`src/rtl/pfu_pkg.sv`:
```
// pfu_pkg: shared types and constants for the prefetch fetch controller.
// Defines the controller state encoding and the layout of one prefetch FIFO
// entry {err, pc[31:0], instr[31:0]}.
package pfu_pkg;

  // Controller state: FETCH issues requests, HALT parks after a bus error.
  typedef enum logic {
    FETCH = 1'b0,
    HALT  = 1'b1
  } pfu_state_e;

  // Prefetch FIFO entry layout.
  localparam int PFU_ENTRY_W     = 65;
  localparam int PFU_ERR_BIT     = 64;
  localparam int PFU_PC_MSB      = 63;
  localparam int PFU_PC_LSB      = 32;
  localparam int PFU_INSTR_MSB   = 31;
  localparam int PFU_INSTR_LSB   = 0;

  typedef logic [PFU_ENTRY_W-1:0] pfu_entry_t;

  // Assemble one FIFO entry from its fields.
  function automatic pfu_entry_t pfu_pack_entry(
    input logic        err,
    input logic [31:0] pc,
    input logic [31:0] instr
  );
    pfu_entry_t e;
    e = '0;
    e[PFU_ERR_BIT]                  = err;
    e[PFU_PC_MSB:PFU_PC_LSB]        = pc;
    e[PFU_INSTR_MSB:PFU_INSTR_LSB]  = instr;
    return e;
  endfunction

endpackage

```
`src/rtl/pfu_fetch_ctrl_if.sv`:
```
// pfu_fetch_ctrl_if: instruction-bus request/response channel plus the
// write side of the prefetch FIFO, as seen by the fetch controller.
// The master modport is the controller; the slave modport is the bus and
// FIFO environment around it.
interface pfu_fetch_ctrl_if;
  import pfu_pkg::*;

  // Instruction bus request channel
  logic        ireqvalid_o;
  logic        ireqready_i;
  logic [31:0] ireqaddr_o;

  // Instruction bus response channel (in order, no back-pressure)
  logic        irspvalid_i;
  logic        irsprerr_i;
  logic [31:0] irspdata_i;

  // Prefetch FIFO write side and consumer read strobe
  logic        fifo_flush_o;
  logic        fifo_wr_o;
  pfu_entry_t  fifo_din_o;
  logic        fifo_rd_i;

  modport master (
    output ireqvalid_o,
    input  ireqready_i,
    output ireqaddr_o,
    input  irspvalid_i,
    input  irsprerr_i,
    input  irspdata_i,
    output fifo_flush_o,
    output fifo_wr_o,
    output fifo_din_o,
    input  fifo_rd_i
  );

  modport slave (
    input  ireqvalid_o,
    output ireqready_i,
    input  ireqaddr_o,
    output irspvalid_i,
    output irsprerr_i,
    output irspdata_i,
    input  fifo_flush_o,
    input  fifo_wr_o,
    input  fifo_din_o,
    output fifo_rd_i
  );

endinterface

```
`src/rtl/pfu_fetch_ctrl.sv`:
```
// pfu_fetch_ctrl: prefetch fetch controller (write side of the prefetch FIFO).
// Issues sequential word-aligned instruction reads, pushes each kept response
// into the FIFO tagged with its PC and error flag, and tracks FIFO occupancy
// plus outstanding requests as credits so the FIFO cannot overflow. A jump
// flushes the FIFO, marks all in-flight responses for discard and restarts
// fetching at the (word-aligned) target.
// Optional build macro: PFU_DISCARD_CNT_EN adds discard_cnt_o, a wrapping
// count of every response that was not written to the FIFO.
module pfu_fetch_ctrl
  import pfu_pkg::*;
#(
  parameter int          C_FIFO_DEPTH_X = 2,
  parameter logic [31:0] C_RESET_VECTOR = 32'h0000_0000
) (
  input  logic             clk_i,
  input  logic             resetb_i,
  input  logic             clk_en_i,
  input  logic             jump_i,
  input  logic [31:0]      jump_addr_i,
  pfu_fetch_ctrl_if.master bus
`ifdef PFU_DISCARD_CNT_EN
  ,
  output logic [31:0]      discard_cnt_o
`endif
);

  // Counter width: occupancy, outstanding and discard counts all reach D.
  localparam int          CW       = C_FIFO_DEPTH_X + 1;
  localparam logic [CW:0] ONE_EXT  = 1;
  localparam logic [CW:0] DEPTH    = ONE_EXT << C_FIFO_DEPTH_X;
  localparam logic [31:0] RESET_PC = {C_RESET_VECTOR[31:2], 2'b00};

  pfu_state_e    state_q, state_d;
  logic [31:0]   pc_q, pc_d;
  logic [31:0]   rpc_q, rpc_d;
  logic [CW-1:0] occ_q, occ_d;
  logic [CW-1:0] out_q, out_d;
  logic [CW-1:0] disc_q, disc_d;

  logic [CW:0]   credit_used;
  logic          credit_ok;
  logic          jump_fire;
  logic          req_valid;
  logic          req_fire;
  logic          rsp_keep;
  logic          rsp_disc;
  logic          rd_fire;
  logic [31:0]   jump_target;

  // The two address LSBs of a jump target carry no information.
  logic          unused_jump_lsbs;
  assign unused_jump_lsbs = ^jump_addr_i[1:0];

  // Decode this cycle's events; nothing is acted upon while the clock enable is low.
  always_comb begin
    credit_used = {1'b0, occ_q} + {1'b0, out_q};
    credit_ok   = (credit_used < DEPTH);
    jump_fire   = clk_en_i & jump_i;
    jump_target = {jump_addr_i[31:2], 2'b00};
    req_valid   = clk_en_i & (state_q == FETCH) & credit_ok & ~jump_i;
    req_fire    = req_valid & bus.ireqready_i;
    rsp_keep    = clk_en_i & bus.irspvalid_i & (disc_q == '0) & ~jump_i;
    rsp_disc    = clk_en_i & bus.irspvalid_i & (disc_q != '0);
    rd_fire     = clk_en_i & bus.fifo_rd_i;
  end

  // Bus request and FIFO write outputs; the response path to the FIFO is combinational.
  assign bus.ireqvalid_o  = req_valid;
  assign bus.ireqaddr_o   = pc_q;
  assign bus.fifo_flush_o = jump_fire;
  assign bus.fifo_wr_o    = rsp_keep;
  assign bus.fifo_din_o   = pfu_pack_entry(bus.irsprerr_i, rpc_q, bus.irspdata_i);

  // Next-state: a jump overrides everything; otherwise all credit moves in the cycle are summed.
  always_comb begin
    state_d = state_q;
    pc_d    = pc_q;
    rpc_d   = rpc_q;
    occ_d   = occ_q;
    out_d   = out_q;
    disc_d  = disc_q;
    if (jump_fire) begin
      state_d = FETCH;
      pc_d    = jump_target;
      rpc_d   = jump_target;
      occ_d   = '0;
      out_d   = '0;
      // Every request still in flight becomes stale; a response landing in
      // the jump cycle itself is consumed (dropped) right now.
      disc_d  = disc_q + out_q - CW'(bus.irspvalid_i);
    end else begin
      if (req_fire) begin
        pc_d = pc_q + 32'd4;
      end
      if (rsp_keep) begin
        rpc_d = rpc_q + 32'd4;
        if (bus.irsprerr_i) begin
          state_d = HALT;
        end
      end
      out_d  = out_q + CW'(req_fire) - CW'(rsp_keep);
      occ_d  = occ_q + CW'(rsp_keep) - CW'(rd_fire);
      disc_d = disc_q - CW'(rsp_disc);
    end
  end

  // Controller state registers with asynchronous active-low reset; held while disabled.
  always_ff @(posedge clk_i or negedge resetb_i) begin
    if (!resetb_i) begin
      state_q <= FETCH;
      pc_q    <= RESET_PC;
      rpc_q   <= RESET_PC;
      occ_q   <= '0;
      out_q   <= '0;
      disc_q  <= '0;
    end else if (clk_en_i) begin
      state_q <= state_d;
      pc_q    <= pc_d;
      rpc_q   <= rpc_d;
      occ_q   <= occ_d;
      out_q   <= out_d;
      disc_q  <= disc_d;
    end
  end

`ifdef PFU_DISCARD_CNT_EN
  logic        rsp_gone;
  logic [31:0] dcnt_q, dcnt_d;

  // Any response that is not written (stale, or arriving with a jump) counts as discarded.
  always_comb begin
    rsp_gone = clk_en_i & bus.irspvalid_i & ~rsp_keep;
    dcnt_d   = dcnt_q + {31'd0, rsp_gone};
  end

  // Discard counter register, wraps at 2^32.
  always_ff @(posedge clk_i or negedge resetb_i) begin
    if (!resetb_i) begin
      dcnt_q <= '0;
    end else if (clk_en_i) begin
      dcnt_q <= dcnt_d;
    end
  end

  assign discard_cnt_o = dcnt_q;
`endif

endmodule

```
`src/flat_wrapper.sv`:
```
// flat-port wrapper written by rule: the top's interface ports become plain ports
module pfu_fetch_ctrl_flat import pfu_pkg::*;
#(
  parameter int          C_FIFO_DEPTH_X = 2,
  parameter logic [31:0] C_RESET_VECTOR = 32'h0000_0000
)
  (clk_i, resetb_i, clk_en_i, jump_i, jump_addr_i, bus_ireqvalid_o, bus_ireqready_i, bus_ireqaddr_o, bus_irspvalid_i, bus_irsprerr_i, bus_irspdata_i, bus_fifo_flush_o, bus_fifo_wr_o, bus_fifo_din_o, bus_fifo_rd_i);
  pfu_fetch_ctrl_if bus_i ();
  input  logic clk_i;
  input  logic resetb_i;
  input  logic clk_en_i;
  input  logic jump_i;
  input  logic [31:0] jump_addr_i;
  output wire logic [$bits(bus_i.ireqvalid_o)-1:0] bus_ireqvalid_o;
  input wire logic [$bits(bus_i.ireqready_i)-1:0] bus_ireqready_i;
  output wire logic [$bits(bus_i.ireqaddr_o)-1:0] bus_ireqaddr_o;
  input wire logic [$bits(bus_i.irspvalid_i)-1:0] bus_irspvalid_i;
  input wire logic [$bits(bus_i.irsprerr_i)-1:0] bus_irsprerr_i;
  input wire logic [$bits(bus_i.irspdata_i)-1:0] bus_irspdata_i;
  output wire logic [$bits(bus_i.fifo_flush_o)-1:0] bus_fifo_flush_o;
  output wire logic [$bits(bus_i.fifo_wr_o)-1:0] bus_fifo_wr_o;
  output wire logic [$bits(bus_i.fifo_din_o)-1:0] bus_fifo_din_o;
  input wire logic [$bits(bus_i.fifo_rd_i)-1:0] bus_fifo_rd_i;
  assign bus_ireqvalid_o = bus_i.ireqvalid_o;
  assign bus_i.ireqready_i = bus_ireqready_i;
  assign bus_ireqaddr_o = bus_i.ireqaddr_o;
  assign bus_i.irspvalid_i = bus_irspvalid_i;
  assign bus_i.irsprerr_i = bus_irsprerr_i;
  assign bus_i.irspdata_i = bus_irspdata_i;
  assign bus_fifo_flush_o = bus_i.fifo_flush_o;
  assign bus_fifo_wr_o = bus_i.fifo_wr_o;
  assign bus_fifo_din_o = bus_i.fifo_din_o;
  assign bus_i.fifo_rd_i = bus_fifo_rd_i;
  pfu_fetch_ctrl #(.C_FIFO_DEPTH_X(C_FIFO_DEPTH_X), .C_RESET_VECTOR(C_RESET_VECTOR)) u_core (.clk_i(clk_i), .resetb_i(resetb_i), .clk_en_i(clk_en_i), .jump_i(jump_i), .jump_addr_i(jump_addr_i), .bus(bus_i));
endmodule
```
`config.mk`:
```
export PLATFORM = sky130hd
export DESIGN_NAME = pfu_fetch_ctrl_flat
export DESIGN_NICKNAME = d
export VERILOG_FILES = /design/src/rtl/pfu_pkg.sv /design/src/rtl/pfu_fetch_ctrl_if.sv /design/src/rtl/pfu_fetch_ctrl.sv /design/src/flat_wrapper.sv
export SDC_FILE = /design/constraint.sdc
export NUM_CORES = 1
export LEC_CHECK = 0
export CELL_PAD_IN_SITES_DETAIL_PLACEMENT = 2
export CELL_PAD_IN_SITES_GLOBAL_PLACEMENT = 2
export CORE_MARGIN = 8
export CORE_UTILIZATION = 34
export CTS_BUF_LIST = sky130_fd_sc_hd__clkbuf_4 sky130_fd_sc_hd__clkbuf_8
export DETAILED_ROUTE_END_ITERATION = 8
export DONT_BUFFER_PORTS = 1
export PLACE_DENSITY = 0.81
export SLEW_MARGIN = 10
export SYNTH_ARGS = -nofsm -noshare
export SYNTH_HDL_FRONTEND = slang
export SYNTH_SLANG_ARGS = --single-unit
```
`constraint.sdc`:
```
create_clock -name clk_i -period 2.6 [get_ports clk_i]
set_input_delay 0.26 -clock clk_i [delete_from_list [all_inputs] [get_ports clk_i]]
set_output_delay 0.26 -clock clk_i [all_outputs]
set_load 0.01 [all_outputs]
```
==> results_dict.tcl, run 1 <==
set metrics [dict create \
    status "finished with violations" \
    violations "setup timing" \
    rsz0062_at_grt "yes" \
    yosysMostFrequentCell "dfrtp_1" \
    synthArstFlopShare_pct 100 \
    ant_nets 0 \
    syn_to_final_growth_pct 10.4 \
    p_leak_nw 1.88 \
    reg2reg_to "u_core.out_q[2]" \
    grt_max_degree 76 \
    overflow 0 \
    synth_top_family_by_area "simple AND/OR/NAND/NOR gates" \
    finalCriticalPeriod_ps 2750 \
    layout-drive-gt1-share_pct 14.9 \
    synthCells 507 \
    ys_seq_elements 70 \
    port_buffers 0 \
    cts.sink_count 70 \
    vias_per_cell 5.81 \
    cts_buffer_depth 2 \
    ys_top_cells_by_count "70 x dfrtp_1, 43 x a21oi_1, 43 x nor2_1, 37 x buf_4" \
    synth_top_cell_by_area "dfrtp_1" \
    cap_violations 0 \
    die_height_um 131 \
    grt_use_total_pct 19.5 \
    finalSetupViolCount 2 \
    cts_buffers 9 \
    crit_type "reg2reg" \
    crit_chain "or3_4 -> or3_4 -> buf_6 -> inv_4 -> ha_4 -> inv_4 -> ha_4 -> inv_2 -> fa_2 -> xnor2_2 -> nor3b_2 -> a21oi_1 -> o22ai_1" \
    max_freq_ghz 0.364 \
    synth.top_cell.area_share_pct 38.6 \
    synth_compound_area_share_pct 12.0 \
    syn_area_per_cell_um2 8.94 \
    synth_xor_area_share_pct 8.50 \
    post-route-drc-count 0 \
    synth_area_um2 4530 \
    clk_pin_slew_ps 80 \
    cp-startpoint "u_core.disc_q[0]" \
    finalNonFillerCells 673 \
    yosys.area_share.simple_pct 24.9 \
    via_count 3909 \
    worst_slew_pin_slew_ps 805 \
    drv_slew 0 \
    start_util_pct 34.5 \
    synth_mux_area_share_pct 1.10 \
    p_total_w 0.00387 \
    r2r-start "u_core.disc_q[0]" \
    core-area_um2 13100 \
    hold_class "in2reg" \
    synth.area.top_cells "dfrtp_1 39%, buf_4 6.1%, xnor2_1 6.0%, a21oi_1 4.7%, ha_1 3.6%" \
    design.die.area_um2 17300 \
    dp.cells 645 \
    wirelength_um 16800 \
    regToRegSetupSlack_ps -150 \
    end_kind "register" \
    io_pins 172 \
    max_stage_delay_ps 400 \
    cp.arrival_ps 3000 \
    grt_pass1_vias 4499 \
    ys_types 52 \
    rows 42 \
    crit_slowest_cell "dfrtp_1" \
    nNetsFinal 580 \
    power-per-cell-area_nw_per_um2 773 \
    cts_tree "built" \
    final_core_util_pct 38.1 \
    yosysSeqAreaShare_pct 38.6 \
    grt_pass1_wl_um 26600 \
    clock_skew_ps 12.5 \
    crit_path_end "u_core.out_q[2]" \
    worstPathRequired_ps 2850 \
    finalWorstSetupSlack_ps -151 \
    clock_latency_ps 370 \
    gp_congestion 0.814 \
    dr.pass1.iters 4 \
    ys_warn_count 0 \
    diodes 0 \
    crit_buf_inv 4 \
    rr_worst_depth 13 \
    drt-initial-drc-count 175 \
    ir_worst_vdd_v 0.000262 \
    antenna_found_initial 0 \
    dp_hpwl_um 11900 \
    h-tree-depth 3 \
    fin_crit_sh_pct 106 \
    cp_top_family "simple AND/OR/NAND/NOR gates" \
    die_w_um 131 \
    synth_edf_count 0 \
    finalHoldViolations 0 \
    cts_root_buffer "clkbuf_8" \
    worstHoldStart "clk_en_i" \
    path_depth 13 \
    routedWlPerCell_um 25.0 \
    maxSlewHeadroom_pct 46.3 \
    synth_flop_cell "dfrtp_1" \
    critPathLaunchType "register" \
    cp_max_fo 2 \
    synthAdderAreaFrac_pct 4.91 \
]
-- power breakdown --
group	switching [W]	internal, W
clock network	0.000460	0.000669
registers	0.000381	0.00128
logic	0.000598	0.000479
total	0.00144	0.00243
-- per-stage QoR --
stage	area, um2	hold WS (ps)	worst slack (ps)	TNS (ps)
3_5_place_dp	4530	-30.9	-234	-275
5_1_grt	5000	4.36	-250	-420
3_3_place_gp	4530	-30.4	26.8	0
6_report	5000	14.5	-151	-290
2_1_floorplan	4550	-35.6	13.9	0
4_1_cts	4970	7.82	-129	-244
-- cell families (layout without fill, tap and decap cells) --
kind of cell,after synthesis,in the layout
buf+inv,80,67
compound gates,91,91
mux,5,5
xor+xnor,44,44
flops,70,70
simple gates,200,200
other cells,1,4
fa+ha+maj,16,16
-- worst reg2reg max path: cells and delay by family, from the launching register on --
family,cells,cell delay (ps)
compound gates,2,230
xor+xnor,1,230
fa+ha+maj,3,670
buf+inv,4,280
flops,1,400
simple gates,3,820
-- area by class of cell --
| type | instances | area (um2) |
|---|---|---|
| fillers | 1448 | 8130 |
| flip-flops and latches | 70 | 1750 |
| inverters | 24 | 95.1 |
| repair buffers | 27 | 241 |
| clock buffers | 12 | 146 |
| clock inverters | 4 | 95.1 |
| multi-input cells | 360 | 2450 |
| well taps | 176 | 220 |
-- flip-flops by register name, indices dropped and copies added (netlist names) --
| name | flops |
|---|---|
| u_core.bus.ireqaddr_o | 30 |
| u_core.rpc_q | 30 |
| u_core.disc_q | 3 |
| u_core.occ_q | 3 |
| u_core.out_q | 3 |
| u_core.state_q | 1 |
-- cells in the final DEF, fill, tap and decap left out, types with 15 or more instances in the layout --
cell type   n
buf_4      19
nor3_1     17
a21oi_1    42
nor4_1     15
nand3_1    27
dfrtp_1    70
nand2_1    30
inv_1      18
nor2_1     43
xnor2_1    29
nand4_1    16
-- per-layer routing --
layer	global-route usage [%]	wire length [um]
met4	10.3	650
met3	6.02	1140
met1	21.3	6600
met5	0	0
met2	33.6	8440
-- how the worst min path moves through the flow --
stage	endpoint	slack, ps	cells after the start
CTS	u_core.disc_q[1]	8	1
finish	u_core.disc_q[1]	10	1
detailed placement	u_core.rpc_q[26]	-30	0
floorplan	u_core.bus.ireqaddr_o[10]	-40	0
global placement	u_core.rpc_q[26]	-30	0
global route	u_core.occ_q[2]	4	1
-- what timing repair did --
item / CTS / global route
pin swaps: 12 / 6
resized for setup: 17 / 3
endpoints found under the setup margin: 2 / 4
buffers inserted: 3 / 2
endpoints found under the hold margin: 77 / 0
hold buffers: 7 / 0
No activity file was read; power rests on OpenSTA's default activity.
==> inputs of run 2 (changes only) <==
--- a/config.mk
+++ b/config.mk
@@ -5,14 +5,14 @@
 export SDC_FILE = /design/constraint.sdc
 export NUM_CORES = 1
 export LEC_CHECK = 0
-export CELL_PAD_IN_SITES_DETAIL_PLACEMENT = 2
-export CELL_PAD_IN_SITES_GLOBAL_PLACEMENT = 2
+export CELL_PAD_IN_SITES_DETAIL_PLACEMENT = 0
+export CELL_PAD_IN_SITES_GLOBAL_PLACEMENT = 1
 export CORE_MARGIN = 8
-export CORE_UTILIZATION = 34
+export CORE_UTILIZATION = 40
 export CTS_BUF_LIST = sky130_fd_sc_hd__clkbuf_4 sky130_fd_sc_hd__clkbuf_8
 export DETAILED_ROUTE_END_ITERATION = 8
 export DONT_BUFFER_PORTS = 1
-export PLACE_DENSITY = 0.81
+export PLACE_DENSITY = 0.76
 export SLEW_MARGIN = 10
 export SYNTH_ARGS = -nofsm -noshare
 export SYNTH_HDL_FRONTEND = slang
==> results_dict.tcl, run 2 (synthesis gave the netlist of run 1 again) <==
set metrics [dict create \
    die_height_um 122 \
    fillCellCount 1120 \
    finalHoldViolations 0 \
    hold_path_depth 1 \
    clk_pin_slew_ps 80 \
    multiInputGateArea_um2 2420 \
    via_count 3733 \
    grt_use_total_pct 18.0 \
    max_freq_ghz 0.393 \
    cts_tree "built" \
    fin_area_um2 4910 \
    design.die.area_um2 15000 \
    wirelength_um 13500 \
    maxSlewHeadroom_pct 40.6 \
    regToRegSetupSlack_ps 60 \
    gp_congestion 0.812 \
    drv_slew 0 \
    switchingPower_w 0.00134 \
    hold_class "in2reg" \
    grt_pass1_wl_um 20900 \
    nNetsFinal 578 \
    rsz0062_at_grt "yes" \
    min_to "u_core.rpc_q[30]" \
    worstPathRequired_ps 2890 \
    final_common_cell "dfrtp_1" \
    cts_buffers 9 \
    layout-drive-gt1-share_pct 13.7 \
    dr.pass1.iters 4 \
    reg2reg_to "u_core.out_q[2]" \
    r2r-start "u_core.disc_q[0]" \
    p_total_w 0.00367 \
    p_clk_share_pct 28.4 \
    worst_slew_pin_slew_ps 891 \
    combPwrFrac_pct 27.2 \
    seq_area_um2 1750 \
    drt-initial-drc-count 239 \
    p_leak_nw 1.86 \
    p_int_w 0.00233 \
    status "complete, no violations" \
    vias_per_cell 5.85 \
    ant_nets 0 \
    antenna_found_initial 0 \
    core-area_um2 11200 \
    fin_crit_sh_pct 97.8 \
    diodes 0 \
    cts_buffer_depth 2 \
    cts_root_buffer "clkbuf_8" \
    critPathLaunchType "register" \
    h-tree-depth 3 \
    dp_hpwl_um 9960 \
    io_pins 172 \
    worstHoldStart "jump_addr_i[30]" \
    die_w_um 122 \
    cp.arrival_ps 2830 \
    power-per-cell-area_nw_per_um2 748 \
    clock_latency_ps 370 \
    crit_type "reg2reg" \
    syn_to_final_growth_pct 8.34 \
    grt_max_degree 76 \
    cts.sink_count 70 \
    grt_pass1_vias 3643 \
    end_kind "register" \
    cp_max_fo 3 \
    netSwitchingFraction_pct 36.6 \
    finalSetupViolCount 0 \
    rr_worst_depth 12 \
    ir_worst_vdd_v 0.000289 \
    port_buffers 0 \
    cap_violations 0 \
    clock_skew_ps 14.8 \
    layout_common_cells "69 x dfrtp_1, 43 x nor2_1, 43 x a21oi_1, 30 x nand2_1, 29 x xnor2_1" \
    post-route-drc-count 0 \
    overflow 0 \
    start_util_pct 40.4 \
    finalCriticalPeriod_ps 2540 \
    routedWlPerCell_um 21.1 \
    rows 39 \
    p_seq_share_pct 44.5 \
    dpl_cell_area_um2 4500 \
]
-- run 2: cell types whose count changed in the layout (fill, tap and decap cells not counted), sizes merged --
cell	delta
dlygate4sd3	+1
inv	+1
buf	-3
bufinv	-1
clkinvlp	+1
clkbuf	-1
-- run 2: metrics by stage --
| step | util, % | setup TNS, ps | worst slack [ps] | hold WS (ps) | instances |
|---|---|---|---|---|---|
| floorplan | - | 0 | 13.9 | -35.6 | 510 |
| global placement | 40.1 | 0 | 35.8 | -31.0 | 612 |
| detailed placement | 40.1 | -45.4 | -45.4 | -31.1 | 612 |
| CTS | 43.6 | -47.2 | -29.6 | 18.9 | 637 |
| global route | 43.8 | -137 | -74.4 | 21.1 | 638 |
| finish | 43.8 | 0 | 57.1 | 23.3 | 638 |
-- run 2: worst max-delay path by stage --
stage / startpoint / to / slack, ps / depth (start not counted)
2_1_floorplan: u_core.disc_q[0] / u_core.out_q[2] / 10 / 12
6_report: u_core.disc_q[0] / u_core.out_q[2] / 60 / 12
4_1_cts: u_core.disc_q[0] / u_core.out_q[2] / -30 / 12
5_1_grt: u_core.disc_q[0] / u_core.occ_q[2] / -70 / 11
3_5_place_dp: u_core.disc_q[1] / u_core.occ_q[2] / -50 / 11
3_3_place_gp: u_core.disc_q[1] / u_core.occ_q[2] / 40 / 11
-- run 2: power by group through the flow --
stage	clock, W	sequential (W)	combinational [W]
finish	0.00104	0.00163	0.000997
global route	0.00110	0.00168	0.00112
CTS	0.00105	0.00163	0.000983
detailed placement	0	0.00165	0.000895
global placement	0	0.00164	0.000868
floorplan	0	0.00157	0.000721
-- run 2: cell type report --
| cell class | count | share of cell area (%) |
|---|---|---|
| inverter | 24 | 1.94 |
| tap | 143 | 3.64 |
| clock inverter | 5 | 1.66 |
| timing repair buffer | 25 | 4.84 |
| multi-input combinational | 360 | 49.3 |
| sequential | 70 | 35.7 |
| clock buffer | 11 | 2.96 |
-- run 2: timing repair --
item / 4_1_cts / 5_1_grt
setup endpoints to repair: 2 / 3
gates cloned: 0 / 0
pin swaps: 13 / 8
resized for setup: 10 / 4
hold endpoints to repair: 78 / 0
hold buffers: 8 / 0
setup buffers: 1 / 1
-- run 2: critical path, cell delays in order, from the launching register on --
cell and delay, ps:
dfrtp_1 390, or3_4 390, or3_4 380, inv_4 80, ha_4 190, inv_4 50
ha_4 110, inv_2 30, fa_2 340, xnor2_2 150, nor3b_2 170, a21oi_1 60
o22ai_1 120
-- run 2: metal layers --
layer	vias up	GRT usage, %	routed length, um
met3	22	6.95	1350
met4	0	6.70	279
met5	-	0	0
li1	1736	-	-
met2	122	28.4	6560
met1	1853	22.0	5290
==> inputs of run 3 (changes only) <==
--- a/config.mk
+++ b/config.mk
@@ -12,7 +12,7 @@
 export CTS_BUF_LIST = sky130_fd_sc_hd__clkbuf_4 sky130_fd_sc_hd__clkbuf_8
 export DETAILED_ROUTE_END_ITERATION = 8
 export DONT_BUFFER_PORTS = 1
-export PLACE_DENSITY = 0.76
+export PLACE_DENSITY_LB_ADDON = 0.1
 export SLEW_MARGIN = 10
 export SYNTH_ARGS = -nofsm -noshare
 export SYNTH_HDL_FRONTEND = slang
==> results_dict.tcl, run 3 (synthesis gave the netlist of run 1 again) <==
set metrics [dict create \
    post-route-drc-count 0 \
    p_total_w 0.00367 \
    worstPathRequired_ps 2830 \
    layout_common_cells "70 x dfrtp_1, 43 x nor2_1, 43 x a21oi_1, 30 x nand2_1, 29 x xnor2_1" \
    diodes 0 \
    die_height_um 122 \
    dr.pass1.iters 4 \
    multiInputGateArea_um2 2430 \
    fin_area_um2 4890 \
    layout-drive-gt1-share_pct 14.2 \
    rows 39 \
    regToRegSetupSlack_ps 40 \
    final_common_cell "dfrtp_1" \
    gr-usage-met3_pct 5.29 \
    maxSlewHeadroom_pct 37.7 \
    cap_violations 0 \
    ant_nets 0 \
    grt_busiest_layer "met2" \
    power-per-cell-area_nw_per_um2 751 \
    drt-initial-drc-count 291 \
    cts_tree "built" \
    cts_root_buffer "clkbuf_8" \
    grt_use_total_pct 18.7 \
    h-tree-depth 3 \
    gp_congestion 0.767 \
    design.die.area_um2 15000 \
    via_count 3668 \
    fillCellCount 1120 \
    hold_class "in2reg" \
    status "complete, no violations" \
    drv_slew 0 \
    critPathLaunchType "register" \
    end_kind "register" \
    nNetsFinal 575 \
    finalSetupViolCount 0 \
    routedWlPerCell_um 21.9 \
    p_leak_nw 1.85 \
    port_buffers 0 \
    antenna_found_initial 0 \
    overflow 0 \
    hold_ws_ps 23.8 \
    wirelength_um 13900 \
    cts_buffer_depth 2 \
    fin_crit_sh_pct 98.5 \
    syn_to_final_growth_pct 7.89 \
    cp_max_fo 3 \
    finalCriticalPeriod_ps 2560 \
    clk_pin_slew_ps 70 \
    use_met1_pct 24.8 \
    grt_pass1_vias 3536 \
    seq_area_um2 1750 \
    crit_type "reg2reg" \
    dp_hpwl_um 10200 \
    die_w_um 122 \
    gr-usage-met2_pct 28.9 \
    worst_slew_pin_slew_ps 934 \
    setup_tns_ps 0 \
    core-area_um2 11200 \
    finalHoldViolations 0 \
    clock_skew_ps 13.7 \
    clock_latency_ps 360 \
    vias_per_cell 5.78 \
    cts_buffers 9 \
    grt_max_degree 71 \
    io_pins 172 \
    rsz0062_at_grt "yes" \
    grt_pass1_wl_um 21400 \
    ir_worst_vdd_v 0.000302 \
    cp.arrival_ps 2790 \
    dpl_cell_area_um2 4480 \
    cts.sink_count 70 \
    max_freq_ghz 0.391 \
    start_util_pct 40.4 \
]
## run 3: cell types whose count changed in the layout (fill, tap and decap cells not counted)
| cell | previous run | this run |
|---|---|---|
| buf_12 | 1 | 0 |
| buf_4 | 16 | 18 |
| clkbuf_8 | 10 | 12 |
| clkinvlp_4 | 1 | 0 |
| dfrtp_1 | 69 | 70 |
| dfrtp_2 | 1 | 0 |
| dlygate4sd3_1 | 7 | 3 |
| ha_1 | 10 | 9 |
| ha_4 | 3 | 4 |
| inv_1 | 19 | 18 |
| inv_4 | 2 | 3 |
| inv_6 | 1 | 0 |
## run 3: stage by stage
step | util [%] | setup WS, ps | cells
2_1_floorplan | - | 13.9 | 510
3_3_place_gp | 39.9 | 29.2 | 611
3_5_place_dp | 39.9 | -24.0 | 611
4_1_cts | 43.1 | -39.0 | 633
5_1_grt | 43.6 | -53.6 | 635
6_report | 43.6 | 39.2 | 635
## run 3: power by group
group	internal [W]	leakage (nW)	switching (W)
Sequential	0.00128	0.815	0.000356
Combinational	0.000450	0.908	0.000519
Clock	0.000629	0.123	0.000440
Total	0.00236	1.85	0.00132
## run 3: timing repair
| action | CTS | global route |
|---|---|---|
| resized for setup | 8 | 9 |
| endpoints found under the hold margin | 77 | 0 |
| pin swaps | 10 | 12 |
| hold buffers | 4 | 0 |
| endpoints found under the setup margin | 2 | 2 |
| setup buffers | 2 | 2 |
## run 3: area by class of cell
cell class | instances | area share, %
clock buffers | 13 | 3.53
repair buffers | 22 | 3.94
well taps | 143 | 3.66
multi-input cells | 360 | 49.7
flip-flops and latches | 70 | 35.8
inverters | 24 | 2.00
clock inverters | 3 | 1.33
## run 3: per-layer routing
| layer | up-vias | share of wire, % |
|---|---|---|
| met4 | 0 | 1.4 |
| met2 | 106 | 48 |
| met3 | 24 | 7.9 |
| li1 | 1731 | - |
| met1 | 1807 | 43 |
| met5 | - | 0 |
## run 3: path summary, 6_finish.rpt
path | startpoint | endpoint | depth (start not counted)
max | u_core.disc_q[1] | u_core.out_q[2] | 12
min | clk_en_i | u_core.disc_q[1] | 1
max reg2reg | u_core.disc_q[1] | u_core.out_q[2] | 12
min reg2reg | u_core.state_q | u_core.state_q | 2
max in group asynchronous | resetb_i | u_core.out_q[1] | 2
min in group asynchronous | resetb_i | u_core.bus.ireqaddr_o[27] | 2
## run 3: worst max-delay path, stage by stage, from the launching register on
cell	delay, ps
dfrtp_1	380
or3_4	380
or3_4	380
inv_4	80
ha_4	200
inv_4	50
ha_4	120
inv_2	30
fa_2	340
xnor2_2	190
nor3b_2	60
a21oi_1	120
o22ai_1	100
